`src/rtl/mem_load_unit_pkg.sv`:
```
// Shared encodings for the load unit: mode bit positions,
// size codes, FSM states and the captured request context.
package mem_load_unit_pkg;

  localparam int MODE_LOAD    = 5;
  localparam int MODE_SIZE_HI = 3;
  localparam int MODE_SIZE_LO = 1;
  localparam int MODE_SEXT    = 0;

  localparam logic [2:0] SZ_BYTE = 3'b000;
  localparam logic [2:0] SZ_HALF = 3'b001;
  localparam logic [2:0] SZ_WORD = 3'b010;
  localparam logic [2:0] SZ_LWL  = 3'b011;
  localparam logic [2:0] SZ_LWR  = 3'b100;

  typedef enum logic [1:0] {
    ST_IDLE = 2'b00,
    ST_WAIT = 2'b01,
    ST_RESP = 2'b10
  } state_t;

  typedef struct packed {
    logic [2:0]  size;
    logic        sext;
    logic [1:0]  off;
    logic [31:0] rt;
  } ld_ctx_t;

  function automatic logic misaligned(
    input logic [2:0] size,
    input logic [1:0] off
  );
    return (size == SZ_HALF && off[0]) ||
           (size == SZ_WORD && off != 2'b00);
  endfunction

endpackage

```
`src/rtl/mem_load_unit_load_align.sv`:
```
// Lane select, sign/zero extension and LWL/LWR merge
// of a returned SRAM word.
module load_align
  import mem_load_unit_pkg::*;
(
  input  logic [2:0]  size,
  input  logic        sext,
  input  logic [1:0]  addr,
  input  logic [31:0] rdata,
  input  logic [31:0] rt,
  output logic [31:0] data
);

  logic [4:0]  sh;
  logic [4:0]  lsh;
  logic [7:0]  b;
  logic [15:0] h;

  assign sh  = {addr, 3'b000};
  assign lsh = {~addr, 3'b000};
  assign b   = rdata[sh +: 8];
  assign h   = addr[1] ? rdata[31:16] : rdata[15:0];

  always_comb begin
    data = rdata;
    unique case (1'b1)
      size == SZ_BYTE:
        data = {{24{sext & b[7]}}, b};
      size == SZ_HALF:
        data = {{16{sext & h[15]}}, h};
      size == SZ_LWL:
        data = (rdata << lsh) |
               (rt & ((32'hFFFF_FFFF >> sh) >> 8));
      size == SZ_LWR:
        data = (rdata >> sh) |
               (rt & ~(32'hFFFF_FFFF >> sh));
      default:
        data = rdata;
    endcase
  end

endmodule

```
`src/rtl/mem_load_unit.sv`:
```
// MEM-stage load unit: SRAM read issue, response formatting
// and a held writeback slot with valid/ready handshake.
module mem_load_unit
  import mem_load_unit_pkg::*;
(
  input  logic        clk,
  input  logic        resetn,
  input  logic        req_valid,
  output logic        req_ready,
  input  logic [5:0]  req_mode,
  input  logic [31:0] req_addr,
  input  logic [31:0] req_rt,
  input  logic [4:0]  req_dest,
  input  logic        flush,
  output logic        data_sram_en,
  output logic [3:0]  data_sram_wen,
  output logic [31:0] data_sram_addr,
  input  logic [31:0] data_sram_rdata,
  output logic        wb_valid,
  input  logic        wb_ready,
  output logic [31:0] wb_data,
  output logic [4:0]  wb_dest,
  output logic        wb_adel,
  output logic [31:0] wb_badvaddr
);

  state_t      state;
  state_t      state_nx;
  ld_ctx_t     ctx;
  logic [2:0]  size;
  logic        accept;
  logic        misal;
  logic [31:0] fmt;
  logic        unused_mode4;

  assign unused_mode4 = req_mode[4];
  assign size  = req_mode[MODE_SIZE_HI:MODE_SIZE_LO];
  assign misal = misaligned(size, req_addr[1:0]);

  assign req_ready = !flush &&
                     (state == ST_IDLE ||
                      (state == ST_RESP && wb_ready));
  assign accept = req_valid && req_ready &&
                  req_mode[MODE_LOAD];

  assign data_sram_en   = accept && !misal;
  assign data_sram_wen  = 4'b0000;
  assign data_sram_addr = {req_addr[31:2], 2'b00};
  assign wb_valid       = (state == ST_RESP);

  load_align u_align (
    .size  (ctx.size),
    .sext  (ctx.sext),
    .addr  (ctx.off),
    .rdata (data_sram_rdata),
    .rt    (ctx.rt),
    .data  (fmt)
  );

  always_comb begin
    state_nx = state;
    case (state)
      ST_IDLE:
        if (accept)
          state_nx = misal ? ST_RESP : ST_WAIT;
      ST_WAIT:
        state_nx = flush ? ST_IDLE : ST_RESP;
      ST_RESP:
        if (flush)
          state_nx = ST_IDLE;
        else if (accept)
          state_nx = misal ? ST_RESP : ST_WAIT;
        else if (wb_ready)
          state_nx = ST_IDLE;
      default:
        state_nx = ST_IDLE;
    endcase
  end

  always_ff @(posedge clk or negedge resetn) begin
    if (!resetn)
      state <= ST_IDLE;
    else
      state <= state_nx;
  end

  always_ff @(posedge clk or negedge resetn) begin
    if (!resetn) begin
      ctx         <= '0;
      wb_data     <= '0;
      wb_dest     <= '0;
      wb_adel     <= 1'b0;
      wb_badvaddr <= '0;
    end else if (accept) begin
      ctx.size    <= size;
      ctx.sext    <= req_mode[MODE_SEXT];
      ctx.off     <= req_addr[1:0];
      ctx.rt      <= req_rt;
      wb_dest     <= req_dest;
      wb_adel     <= misal;
      wb_badvaddr <= misal ? req_addr : 32'h0;
      if (misal)
        wb_data <= '0;
    end else if (state == ST_WAIT && !flush) begin
      wb_data <= fmt;
    end
  end

endmodule
```
`config.mk`:
```
export PLATFORM = sky130hd
export DESIGN_NAME = mem_load_unit
export DESIGN_NICKNAME = d
export VERILOG_FILES = /design/src/rtl/mem_load_unit_pkg.sv /design/src/rtl/mem_load_unit_load_align.sv /design/src/rtl/mem_load_unit.sv
export SDC_FILE = /design/constraint.sdc
export NUM_CORES = 1
export LEC_CHECK = 0
export BUFFER_PORTS_ARGS = -buffer_cell sky130_fd_sc_hd__clkbuf_2
export CAP_MARGIN = 0
export CORE_MARGIN = 2
export CORE_UTILIZATION = 52
export CTS_BUF_LIST = sky130_fd_sc_hd__clkbuf_4
export DETAILED_ROUTE_END_ITERATION = 16
export PLACE_DENSITY = 0.91
export SLEW_MARGIN = 20
export SYNTH_ARGS = -nofsm -noshare
export SYNTH_HDL_FRONTEND = slang
export SYNTH_SLANG_ARGS = --single-unit
```
`constraint.sdc`:
```
create_clock -name clk -period 2.06 [get_ports clk]
set_input_delay 0.206 -clock clk [delete_from_list [all_inputs] [get_ports clk]]
set_output_delay 0.206 -clock clk [all_outputs]
set_load 0.005 [all_outputs]
```
==> out/metrics.csv <==
metric,value,unit
Worst slew margin,0.3262,
setup TNS,-489.0,ps
"Seq/Total Area, Yosys",0.4321,
VDD IR max,0.4811,mV
Post-synth ARST share,1.000,
Tot GR Track Use,0.3193,
combinational power share,0.379,
io pins,221,
Slowest cell on crit path,a31oi_2,
post-synth cell types,50,
"Arr. time, crit path",2540,ps
GR Util met2,0.5333,
die area,13150,um^2
worst hold path type,in -> reg,
synthesized flop and latch total,110,
CTS tree,done,
failing checks,setup timing,
cell area after synthesis,6370,um^2
GRT Max-Usage Layer,met2,
most frequent CP cell,nor2b_1,
CTS sink cnt,110,
Nets,1114,
layout cells sized above 1,0.2880,
fin util,0.7007,
CTS H-tree lvls,3,
Synth Area in Adders,0,
met3 usage,0.05558,
antenna violations before repair,1,
CP Max Fanout,17,
Initial Util,0.5325,
Place WS,38.59,ps
port bufs,213,
Layout Skew,21.63,ps
clock root buffer,clkbuf_4,
Max Freq,475.1,MHz
Critical Path RT,2500,ps
first-pass GRT wire length,32490,um
cell leakage power,4.396,nW
xor/xnor share of the synthesized area,0,
Die W,114.7,um
Final Cycle Share,1.022,
DRC,0,
mux cell area share after synthesis,0.1057,
Die Ht,114.7,um
Flop pwr share,0.448,
switching power share of the total,0.3683,
internal power,4.131,mW
core area,11960,um^2
wire per inst,18.02,um
Initial DRC Count,589,
max-cap check violation count,0,
drt first pass iters,5,
Final Wtd Congestion,0.9223,
CTS buffer count,9,
min setup slack post-route,-44.89,ps
Final Cell Area,8382,um^2
critical path's largest stage delay,790,ps
Synth-to-Final Area Change,31.59,%
Synth Flop Type,dfrtp_1,
Syn Inst Count,758,
"EDFF count, synth",0,
largest family of logic cells by synthesized area,simple AND/OR/NAND/NOR gates,
Post-Synth Simple-Gate Area,0.2302,
maximum number of pins on one net before global-route repair,75,
Crit. End Element,flop,
cell chain of the critical path,"nor2b_1, nor2b_1, a31oi_2, buf_4, nand2_1, o21ai_1",
endpoints failing hold,0,
dpl hpwl,13880,um
via density per instance,5.689,
gr ovfl total,0,
P_sw,2.409,mW
clock group share of total power,0.173,
total number of vias,6571,
placed instance area,7456,um^2
RSZ-0062 raised after global routing,yes,
WHS,48.39,ps
Synth Area per Inst,8.404,um^2
Startpoint Class,flop,
Clock transition at path regs,150,ps
outcome,finished with violations,
CTS Buffer Depth,2,
met1 Track Usage GR,0.4061,
max-slew violations,0,
worst skew pair latency,510,ps
final period demand of the worst path,2105,ps
DRT antenna net count,0,
post-synthesis compound-gate area fraction,0.1497,
Synth warnings,0,
Routed WL,20810,um
worst slew pin tran,1008,ps
crit path kind,reg -> reg,
final setup violation count,17,
row cnt,40,
Pwr per Cell Area,780.2,nW/um^2
vias in the first global route,6378,
-- per-layer routing --
metal	vias to the layer above	routed length (um)
met1	3112	8448
li1	3066	-
met5	-	0
met4	0	721
met2	336	10100
met3	57	1541
-- worst max-delay path, delay by kind of cell, from the launching register on --
family / cells / cell delay [ps]
AO/OA/AOI/OAI: 2 / 870
flip-flops: 1 / 470
AND/OR/NAND/NOR: 3 / 350
buffers and inverters: 1 / 370
-- final timing paths --
check,from,to,slack [ps],depth (start not counted)
max in group asynchronous,resetn,ctx[20]$_DFFE_PN0N_,1170,3
min in group asynchronous,resetn,ctx[30]$_DFFE_PN0N_,190,2
worst min-delay path,req_mode[3],ctx[37]$_DFFE_PN0N_,50,3
worst max-delay path,state[1]$_DFFE_PN0P_,wb_data[12]$_DFFE_PN0P_,-40,6
worst max register to register,state[1]$_DFFE_PN0P_,wb_data[12]$_DFFE_PN0P_,-40,6
worst min register to register,wb_badvaddr[23]$_DFFE_PN0N_,wb_badvaddr[23]$_DFFE_PN0N_,490,2
-- sequential cells by signal, summed over array words and instances (netlist names) --
register and count:
ctx 38, state 2, wb_data 32, wb_adel 1, wb_dest 5, wb_badvaddr 32
-- through the flow --
stage          power (mW)  instances
3_3_place_gp        5.218       1061
4_1_cts             6.521       1151
6_report            6.540       1155
3_5_place_dp        5.295       1061
5_1_grt             6.922       1155
2_1_floorplan       4.309        763
-- timing repair --
| item | 4_1_cts | 5_1_grt |
|---|---|---|
| resized for setup | 1 | 2 |
| pin swaps | 0 | 1 |
| endpoints found under the hold margin | 109 | 0 |
| hold buffers | 74 | 0 |
| buffers inserted | 0 | 3 |
| cloned | 0 | 0 |
| endpoints found under the setup margin | 3 | 29 |
-- final cells by class --
class / instances / area (um^2)
Fill cell: 914 / 3580
Multi-Input combinational cell: 560 / 3154
Sequential cell: 110 / 2756
Timing Repair Buffer: 317 / 2122
Tap cell: 147 / 183.9
Clock buffer: 10 / 75.07
Clock inverter: 6 / 72.57
Inverter: 4 / 15.01
Antenna cell: 1 / 2.502
-- power groups by stage --
stage | clock [mW] | sequential (mW) | combinational, mW
3_3_place_gp | 0 | 2.95 | 2.27
6_report | 1.13 | 2.93 | 2.48
4_1_cts | 1.15 | 2.92 | 2.44
2_1_floorplan | 0 | 2.88 | 1.43
5_1_grt | 1.24 | 2.98 | 2.71
3_5_place_dp | 0 | 2.97 | 2.33
-- cell families (layout without fill, tap and decap cells) --
| kind of cell | Yosys count | count (layout) |
|---|---|---|
| buffers and inverters | 93 | 337 |
| AND/OR/NAND/NOR | 344 | 344 |
| other | 1 | 7 |
| multiplexers | 65 | 65 |
| AO/OA/AOI/OAI | 145 | 145 |
| flip-flops | 110 | 110 |
-- layout by cell type (no fill, tap or decap), types with 4 or more instances in the layout --
cell,netlist,final
a211o_1,8,8
a211oi_1,15,14
a21oi_1,10,10
a221oi_1,6,6
and3_1,7,7
buf_12,0,7
buf_4,36,24
clkbuf_2,0,212
clkbuf_4,0,10
clkinv_4,0,4
conb_1,1,6
dfrtp_1,110,107
dlygate4sd3_1,0,74
mux2_2,8,8
mux2i_1,56,55
nand2_1,245,245
nand3_1,31,30
nor2_1,23,23
nor2b_1,5,5
nor4_1,7,7
o21ai_0,51,51
o21ai_1,15,15
o221a_2,6,6
o22ai_1,11,10
o311ai_0,7,7
or3_1,9,9
-- synthesized netlist by cell type, types with 8 or more instances --
master      n  area [um^2]
nand2_1   245        919.6
dfrtp_1   110         2753
mux2i_1    56        560.5
o21ai_0    51        255.2
buf_4      36        270.3
clkbuf_1   33        123.9
nand3_1    31        155.2
nor2_1     23        86.33
buf_2      17        85.08
a211oi_1   15        112.6
o21ai_1    15        75.07
o22ai_1    11        68.82
a21oi_1    10        50.05
or3_1       9        56.30
a211o_1     8        70.07
mux2_2      8        90.09
Power figures use the tool's default switching activity.
